--- src/rtl/minmax_scan.sv ---
// Stream-scan unit: accepts one frame of signed samples and reports the signed
// minimum and maximum with the index of the first occurrence of each.
module minmax_scan #(
  parameter int DW = 16,
  parameter int LW = 8
) (
  input  logic          clk,
  input  logic          rst_n,
  input  logic          start,
  input  logic [LW-1:0] len,
  input  logic          abort,
  input  logic          in_valid,
  input  logic [DW-1:0] in_data,
  output logic          in_ready,
  output logic          busy,
  output logic          done,
  output logic          err,
  output logic [DW-1:0] min_val,
  output logic [DW-1:0] max_val,
  output logic [LW-1:0] min_idx,
  output logic [LW-1:0] max_idx,
  output logic [1:0]    state_dbg
);

  // Handshake: a sample is consumed on every rising edge where in_valid and
  // in_ready are both high; in_ready is high only while scanning and does not
  // depend on in_valid. in_valid may drop at any time and simply stalls the scan.

  typedef enum logic [1:0] {
    IDLE = 2'd0,
    SCAN = 2'd1,
    DONE = 2'd2
  } state_t;

  state_t        state_q, state_d;
  logic [LW-1:0] cnt_q, cnt_d;
  logic [LW-1:0] len_q, len_d;
  logic [DW-1:0] min_val_q, min_val_d;
  logic [DW-1:0] max_val_q, max_val_d;
  logic [LW-1:0] min_idx_q, min_idx_d;
  logic [LW-1:0] max_idx_q, max_idx_d;
  logic          busy_q, busy_d;
  logic          done_q, done_d;
  logic          err_q, err_d;
  logic          beat;

  // Overflow-safe signed a < b: differing signs decide directly, otherwise the
  // difference cannot overflow and its sign bit is the answer.
  function automatic logic slt(input logic [DW-1:0] a, input logic [DW-1:0] b);
    logic [DW-1:0] diff;
    diff = a - b;
    slt  = (a[DW-1] != b[DW-1]) ? a[DW-1] : diff[DW-1];
  endfunction

  assign beat = in_valid && busy_q;

  always_comb begin
    state_d   = state_q;
    cnt_d     = cnt_q;
    len_d     = len_q;
    min_val_d = min_val_q;
    max_val_d = max_val_q;
    min_idx_d = min_idx_q;
    max_idx_d = max_idx_q;
    err_d     = 1'b0;
    case (state_q)
      IDLE: begin
        if (start) begin
          if (len == '0) begin
            err_d = 1'b1;
          end else begin
            len_d   = len;
            cnt_d   = '0;
            state_d = SCAN;
          end
        end
      end
      SCAN: begin
        // abort beats a simultaneous sample: it is consumed but never compared
        if (abort) begin
          state_d = IDLE;
        end else if (beat) begin
          cnt_d = cnt_q + LW'(1);
          if (cnt_q == '0) begin
            min_val_d = in_data;
            max_val_d = in_data;
            min_idx_d = '0;
            max_idx_d = '0;
          end else begin
            if (slt(in_data, min_val_q)) begin
              min_val_d = in_data;
              min_idx_d = cnt_q;
            end
            if (slt(max_val_q, in_data)) begin
              max_val_d = in_data;
              max_idx_d = cnt_q;
            end
          end
          if (cnt_q == len_q - LW'(1)) state_d = DONE;
        end
      end
      DONE:    state_d = IDLE;
      default: state_d = IDLE;
    endcase
    busy_d = (state_d == SCAN);
    done_d = (state_d == DONE);
  end

  always_ff @(posedge clk or negedge rst_n) begin
    if (!rst_n) begin
      state_q   <= IDLE;
      cnt_q     <= '0;
      len_q     <= '0;
      min_val_q <= '0;
      max_val_q <= '0;
      min_idx_q <= '0;
      max_idx_q <= '0;
      busy_q    <= 1'b0;
      done_q    <= 1'b0;
      err_q     <= 1'b0;
    end else begin
      state_q   <= state_d;
      cnt_q     <= cnt_d;
      len_q     <= len_d;
      min_val_q <= min_val_d;
      max_val_q <= max_val_d;
      min_idx_q <= min_idx_d;
      max_idx_q <= max_idx_d;
      busy_q    <= busy_d;
      done_q    <= done_d;
      err_q     <= err_d;
    end
  end

  assign in_ready  = busy_q;
  assign busy      = busy_q;
  assign done      = done_q;
  assign err       = err_q;
  assign min_val   = min_val_q;
  assign max_val   = max_val_q;
  assign min_idx   = min_idx_q;
  assign max_idx   = max_idx_q;
  assign state_dbg = state_q;

endmodule
--- config.mk ---
export PLATFORM = sky130hd
export DESIGN_NAME = minmax_scan
export DESIGN_NICKNAME = d
export VERILOG_FILES = /design/src/rtl/minmax_scan.sv
export SDC_FILE = /design/constraint.sdc
export NUM_CORES = 1
export LEC_CHECK = 0
export ABC_AREA = 1
export BUFFER_PORTS_ARGS = -buffer_cell sky130_fd_sc_hd__buf_4
export CAP_MARGIN = 10
export CORE_ASPECT_RATIO = 0.6
export CORE_UTILIZATION = 40
export CTS_CLUSTER_DIAMETER = 100
export DETAILED_ROUTE_END_ITERATION = 6
export GPL_TIMING_DRIVEN = 0
export HOLD_SLACK_MARGIN = 0.05
export SLEW_MARGIN = 20
export SYNTH_ARGS = -nofsm -noshare
export SYNTH_HDL_FRONTEND = slang
export SYNTH_SLANG_ARGS = --single-unit
--- constraint.sdc ---
create_clock -name clk -period 2 [get_ports clk]
set_input_delay 0.1 -clock clk [delete_from_list [all_inputs] [get_ports clk]]
set_output_delay 0.1 -clock clk [all_outputs]
set_load 0.02 [all_outputs]
==> out/metrics.cfg, run 1 <==
[outcome]
status=finished with violations
violations=negative setup slack

[clock_tree]
cts_tree=done
cts_buffers=9
clock-sinks=69
cts_buffer_depth=2
cts_root_buffer=clkbuf_16
cts-htree-levels=3
cts.clk_slew.worst_paths_ps=60
clkLatencyLatePin_ps=340

[synthesis]
yosys-top-cells-count=113 x nand2_1, 69 x dfrtp_1, 46 x inv_1
yosysMostFrequentCell=nand2_1
yosysTopAreaCell=dfrtp_1
syn_area_um2=4079
avgSynthCellArea_um2=8.984
synth-edff-count=0
ys.flop_type=dfrtp_1
ys_ff_latch=69
synthArstFlopShare=1.000
yosys-top-cells-area=dfrtp_1 42%, nand2_1 10%, ha_1 9.5%, o21ai_2 6.7%, inv_1 4.2%
ys_types=39
ys_warn_count=0
yosysSeqAreaShare=0.4233
syn_nets=516
synth_top_area_share=0.4233
syn_inst=454

[detailed_routing]
vias_per_cell=4.764
drc_errors=0
vias=3378
post_drt_wl_per_cell_um=14.71
first_pass_iters=4
antenna_left=0
drt-initial-drc-count=227
routed_wirelength_um=10430

[place]
place_congestion=0.7982
dpl_cell_area_um2=4921
place_ws_ps=-442.2
portBuffers=82
dpl.hpwl_um=7522

[floorplanning]
initial_core_util=0.4129
pin_count=83
fp.dieW_um=132.4
die_area_um2=10620
core_um2=9879
num_rows=28
dieHeight_um=80.22

[pwr]
power_density_nw_per_um2=1275
finalPower_uw=7049
peakVddDrop_uv=780.3
p_leak_uw=0.002787

[setup_path]
worstSetupPathType=flop to flop
critPathLaunchType=flop
critical_path_arrival_ps=2670
worstPathRequired_ps=2260
r2r_end=max_val[1]
reg2reg_depth=11
r2r_slack_ps=-410
critPathMaxFanout=9
r2r-start=max_val[2]
endpoint_kind=flop

[grt]
grt_pass1_wl_um=16700
antenna_found_initial=0
grt_use_total=0.2085
grt_pass1_vias=3153
grt_max_degree=70
grt_overflow=0

[final_layout]
area_delta_synth_final_pct=35.55
drive_gt1_frac=0.3780
layout.nets=631
fin_area_um2=5529
fillers=905
n_antenna_cell=0

[timing]
rsz0062_at_grt=true
final_hold_viol_count=0
finalCritPeriodShare=1.204
max_freq_mhz=415.2
setup_viol=48
timing.hold.ws_ps=69.67
fin_ws_ps=-408.8
worst_pin_slew_ps=939.5
relSlewSlack=0.3737
report.final.slew_viol_count=0
fin_tns_setup_ps=-18590
finalClockSkew_ps=8.940
post-route-min-period_ps=2409

[hold_path]
holdPathEnd=max_val[13]
hp-class=input pin to flop
min_from=in_data[13]
hold_depth=3

[job]
drv_cap=0

cells by family (layout without fill, tap and decap cells):
logic type | after synthesis | in the layout | synth area share
AO/OA/AOI/OAI | 83 | 83 | 0.1380
XOR/XNOR | 9 | 9 | 0.01933
adder cells (fa/ha/maj) | 33 | 33 | 0.1049
buffers and inverters | 66 | 185 | 0.09141
flip-flops | 69 | 69 | 0.4233
AND/OR/NAND/NOR | 194 | 195 | 0.2230
final cells by class:
class	instances	area [um2]	area share
Buffer	12	187.7	0.03394
Sequential cell	69	1738	0.3143
Clock buffer	16	301.5	0.05454
Timing Repair Buffer	103	834.6	0.1509
Tap cell	135	168.9	0.03055
Inverter	54	211.5	0.03824
Multi-Input combinational cell	320	2087	0.3775
metal layers:
metal | part of all wire | vias to the layer above | routed length [um] | GRT usage
met1 | 0.54 | 1558 | 5652 | 0.3088
li1 | - | 1710 | - | -
met2 | 0.39 | 98 | 4052 | 0.2879
met5 | 0 | - | 0 | 0
met3 | 0.057 | 12 | 590 | 0.06124
met4 | 0.013 | 0 | 136 | 0.05977
worst max-delay path by stage:
stage,depth (start not counted),endpoint,start,slack [ps]
2_1_floorplan,10,max_val[2],max_val[2],-180
3_3_place_gp,11,max_val[2],max_val[2],-420
3_5_place_dp,11,max_val[4],max_val[2],-440
4_1_cts,11,max_val[4],max_val[1],-410
5_1_grt,12,min_val[13],min_val[2],-470
6_report,11,max_val[1],max_val[2],-410
report_power, final:
part           switching [uW]  total, uW  leakage (uW)  internal [uW]
Sequential                431       2270      0.000886           1840
Clock                     578       1590      0.000149           1010
Combinational            1730       3190       0.00175           1460
registers in the layout, indices dropped and copies added (netlist names):
register	flops
max_val	16
min_val	16
cnt_q	8
len_q	8
max_idx	8
min_idx	8
state_dbg	2
busy	1
done	1
err	1
through the flow:
stage,utilization,instances
floorplan,-,454
global placement,0.4981,671
detailed placement,0.4981,671
CTS,0.5488,704
global route,0.5597,709
finish,0.5597,709
worst max-delay path, cell delays in order, from the launching register on:
cell and delay, ps:
dfrtp_2 420, ha_4 270, nand2_2 50, o21a_1 170, o211ai_1 300, a21oi_2 110
fa_2 340, or2_4 270, nand2_8 140, buf_8 140, nand2_1 70, o21ai_2 60
timing repair:
item	in CTS	in global routing
setup endpoints to repair	48	50
cloned	1	2
gates resized for setup	10	11
setup buffers	7	3
pin swaps	3	2
hold buffers	9	0
hold endpoints to repair	78	0
layout by cell type (no fill, tap or decap), types with 2 or more instances in the layout:
| cell | synthesis | routed |
|---|---|---|
| inv_2 | 5 | 6 |
| inv_1 | 46 | 45 |
| dfrtp_2 | 0 | 9 |
| o21a_1 | 3 | 3 |
| clkbuf_1 | 0 | 2 |
| o21ai_2 | 31 | 32 |
| or2_2 | 3 | 3 |
| clkbuf_8 | 0 | 5 |
| dlygate4sd3_1 | 0 | 9 |
| o211ai_1 | 2 | 2 |
| a21oi_2 | 0 | 2 |
| nor2_4 | 3 | 3 |
| fa_2 | 0 | 2 |
| nand3_1 | 19 | 19 |
| ha_1 | 31 | 28 |
| buf_8 | 2 | 2 |
| a21oi_1 | 17 | 15 |
| clkbuf_16 | 0 | 11 |
| nand3b_1 | 2 | 2 |
| buf_12 | 3 | 6 |
| buf_6 | 5 | 3 |
| o21ai_0 | 11 | 10 |
| buf_4 | 2 | 93 |
| or2_4 | 2 | 2 |
| o21ai_1 | 15 | 15 |
| dfrtp_1 | 69 | 60 |
| nand4_1 | 6 | 6 |
| xor2_1 | 7 | 7 |
| ha_4 | 0 | 3 |
| nand2_1 | 113 | 98 |
| nand2_4 | 1 | 2 |
| nand2_8 | 2 | 2 |
| xnor2_1 | 2 | 2 |
| nor3_1 | 4 | 4 |
| nand2_2 | 8 | 23 |
| nor2_1 | 27 | 27 |
(Power assumes the default switching activity.)
==> inputs of run 2 (changes only) <==
--- a/config.mk
+++ b/config.mk
@@ -9,11 +9,13 @@
 export BUFFER_PORTS_ARGS = -buffer_cell sky130_fd_sc_hd__buf_4
 export CAP_MARGIN = 10
 export CORE_ASPECT_RATIO = 0.6
+export CORE_MARGIN = 1.5
 export CORE_UTILIZATION = 40
 export CTS_CLUSTER_DIAMETER = 100
 export DETAILED_ROUTE_END_ITERATION = 6
 export GPL_TIMING_DRIVEN = 0
 export HOLD_SLACK_MARGIN = 0.05
+export REMOVE_ABC_BUFFERS = 1
 export SLEW_MARGIN = 20
 export SYNTH_ARGS = -nofsm -noshare
 export SYNTH_HDL_FRONTEND = slang
==> constraint.sdc (replaced) <==
create_clock -name clk -period 2 [get_ports clk]
set_input_delay 0.3 -clock clk [delete_from_list [all_inputs] [get_ports clk]]
set_output_delay 0.3 -clock clk [all_outputs]
set_load 0.02 [all_outputs]
==> run 2 against run 1 <==
Net effect:
- the flow still finishes with violations (negative setup slack)
- critical path depth is the same
- global-route usage grew 1.1 points
- combinational power grew 20%
- clock skew shrank 3.9 ps
- register-to-register slack lost 110 ps
- cell area grew 3.7%
- non-clock buffer count shrank 9
- via count grew 4.7%
==> out/metrics.cfg, run 2 (same netlist as run 1, synthesis figures left out) <==
[final_layout]
drive_gt1_frac=0.4286
n_antenna_cell=0
layout.nets=638
final_cell_mix=101 x buf_4, 81 x nand2_1, 69 x dfrtp_1
fin_cells=716
fillers=852
final_common_cell=buf_4
area_delta_synth_final_pct=40.55

[pwr]
p_leak_uw=0.002789
p_clk_frac=0.195
p_int_uw=4468
switching_share=0.4131
peakVddDrop_uv=731.2
power_switching_uw=3145
p_seq_frac=0.301
power_density_nw_per_um2=1328
comb_power_share=0.504
finalPower_uw=7613

[clock_tree]
cts_buffer_depth=2
cts_tree=done
cts_root_buffer=clkbuf_16
clock-sinks=69
cts_buffers=9
cts-htree-levels=3
clkLatencyLatePin_ps=330
cts_hold_buf=0
cts.clk_slew.worst_paths_ps=50

[setup_path]
r2r_slack_ps=-520
r2r_end=max_idx[7]
worstPathRequired_ps=2260
endpoint_kind=flop
worstSetupPathType=flop to flop
critPathMaxFanout=5
r2r-start=max_val[2]
reg2reg_depth=11
critPathLaunchType=flop
critical_path_arrival_ps=2780

[timing]
setup_viol=48
finalCritPeriodShare=1.259
relSlewSlack=0.3901
max_freq_mhz=397.2
timing.hold.ws_ps=84.95
report.final.slew_viol_count=0
rsz0062_at_grt=true
post-route-min-period_ps=2518
fin_tns_setup_ps=-23220
worst_pin_slew_ps=914.9
fin_ws_ps=-517.8
final_hold_viol_count=0
finalClockSkew_ps=5.018

[grt]
grt_max_degree=70
grt_pass1_wl_um=17690
antenna_found_initial=0
grt_overflow=0
grt_pass1_vias=3171
grt_use_total=0.2198

[floorplanning]
die_area_um2=10830
initial_core_util=0.4129
pin_count=83
dieHeight_um=81.22
core_um2=9879
fp.dieW_um=133.4
num_rows=28

[detailed_routing]
drt-initial-drc-count=244
post_drt_wl_per_cell_um=16.44
routed_wirelength_um=11770
vias_per_cell=4.939
drc_errors=0
vias=3536
antenna_left=0
first_pass_iters=4

[place]
portBuffers=82
dpl.hpwl_um=6672
place_ws_ps=-722.8
place_congestion=0.8437
placedCellCount=659

[outcome]
violations=negative setup slack
status=finished with violations

[job]
drv_cap=0

[hold_path]
hp-class=input pin to asynchronous set/reset pin

## run 2: changes by cell type in the layout (fill, tap and decap cells not counted), moves of 3 or more
| cell | before | now |
|---|---|---|
| o21ai_2 | 32 | 38 |
| nand2_4 | 2 | 11 |
| clkbuf_8 | 5 | 2 |
| buf_12 | 6 | 3 |
| dlygate4sd3_1 | 9 | 0 |
| nand2_8 | 2 | 15 |
| nand2_1 | 98 | 81 |
| buf_4 | 93 | 101 |
| o21ai_1 | 15 | 10 |
| dfrtp_1 | 60 | 69 |
| dfrtp_2 | 9 | 0 |
| nand2_2 | 23 | 31 |
## run 2: power by group through the flow
stage,Sequential (uW),Combinational (uW),Clock [uW]
4_1_cts,2250,3340,1500
5_1_grt,2350,4160,1570
3_5_place_dp,2260,2850,0
6_report,2290,3840,1480
2_1_floorplan,2640,1370,0
3_3_place_gp,2240,2810,0
## run 2: how the worst max path moves through the flow
| stage | startpoint | to | slack (ps) | depth (start not counted) |
|---|---|---|---|---|
| global route | min_val[1] | min_idx[3] | -600 | 11 |
| floorplan | max_val[2] | max_idx[2] | -340 | 10 |
| CTS | max_val[2] | max_val[2] | -450 | 10 |
| detailed placement | in_data[2] | max_idx[5] | -720 | 12 |
| finish | max_val[2] | max_idx[7] | -520 | 11 |
| global placement | in_data[2] | max_idx[2] | -690 | 12 |
## run 2: what timing repair did
item | 4_1_cts | 5_1_grt
resized for setup | 41 | 40
hold endpoints to repair | 0 | 0
pin swaps | 7 | 20
cloned | 16 | 1
setup buffers | 4 | 20
setup endpoints to repair | 48 | 56
## run 2: critical path, stage by stage, from the launching register on
cell and delay (ps):
dfrtp_1 410, ha_4 280, nand2_2 40, o21a_1 160, o211ai_1 310, a21oi_2 130
fa_2 390, or2_4 330, buf_4 180, nand2_8 100, nand2_2 60, o21ai_2 50
## run 2: area by class of cell
type	instances	area, um2	share of cell area
well taps	135	168.9	0.02946
multi-input cells	336	2509	0.4376
clock inverters	1	5.005	0.0008730
repair buffers	106	840.8	0.1467
inverters	54	215.2	0.03754
flip-flops and latches	69	1727	0.3012
clock buffers	15	267.8	0.04670
## run 2: per-layer routing
metal | wire [um] | vias up | GRT usage
li1 | - | 1753 | -
met1 | 6191 | 1674 | 0.3425
met2 | 4724 | 97 | 0.2953
met3 | 764 | 12 | 0.04931
met4 | 94 | 0 | 0.06630
met5 | 0 | - | 0
## run 2: per-stage QoR
| step | cell area (um2) | utilization |
|---|---|---|
| 2_1_floorplan | 3918 | - |
| 3_3_place_gp | 4702 | 0.4759 |
| 3_5_place_dp | 4702 | 0.4759 |
| 4_1_cts | 5356 | 0.5422 |
| 5_1_grt | 5733 | 0.5803 |
| 6_report | 5733 | 0.5803 |
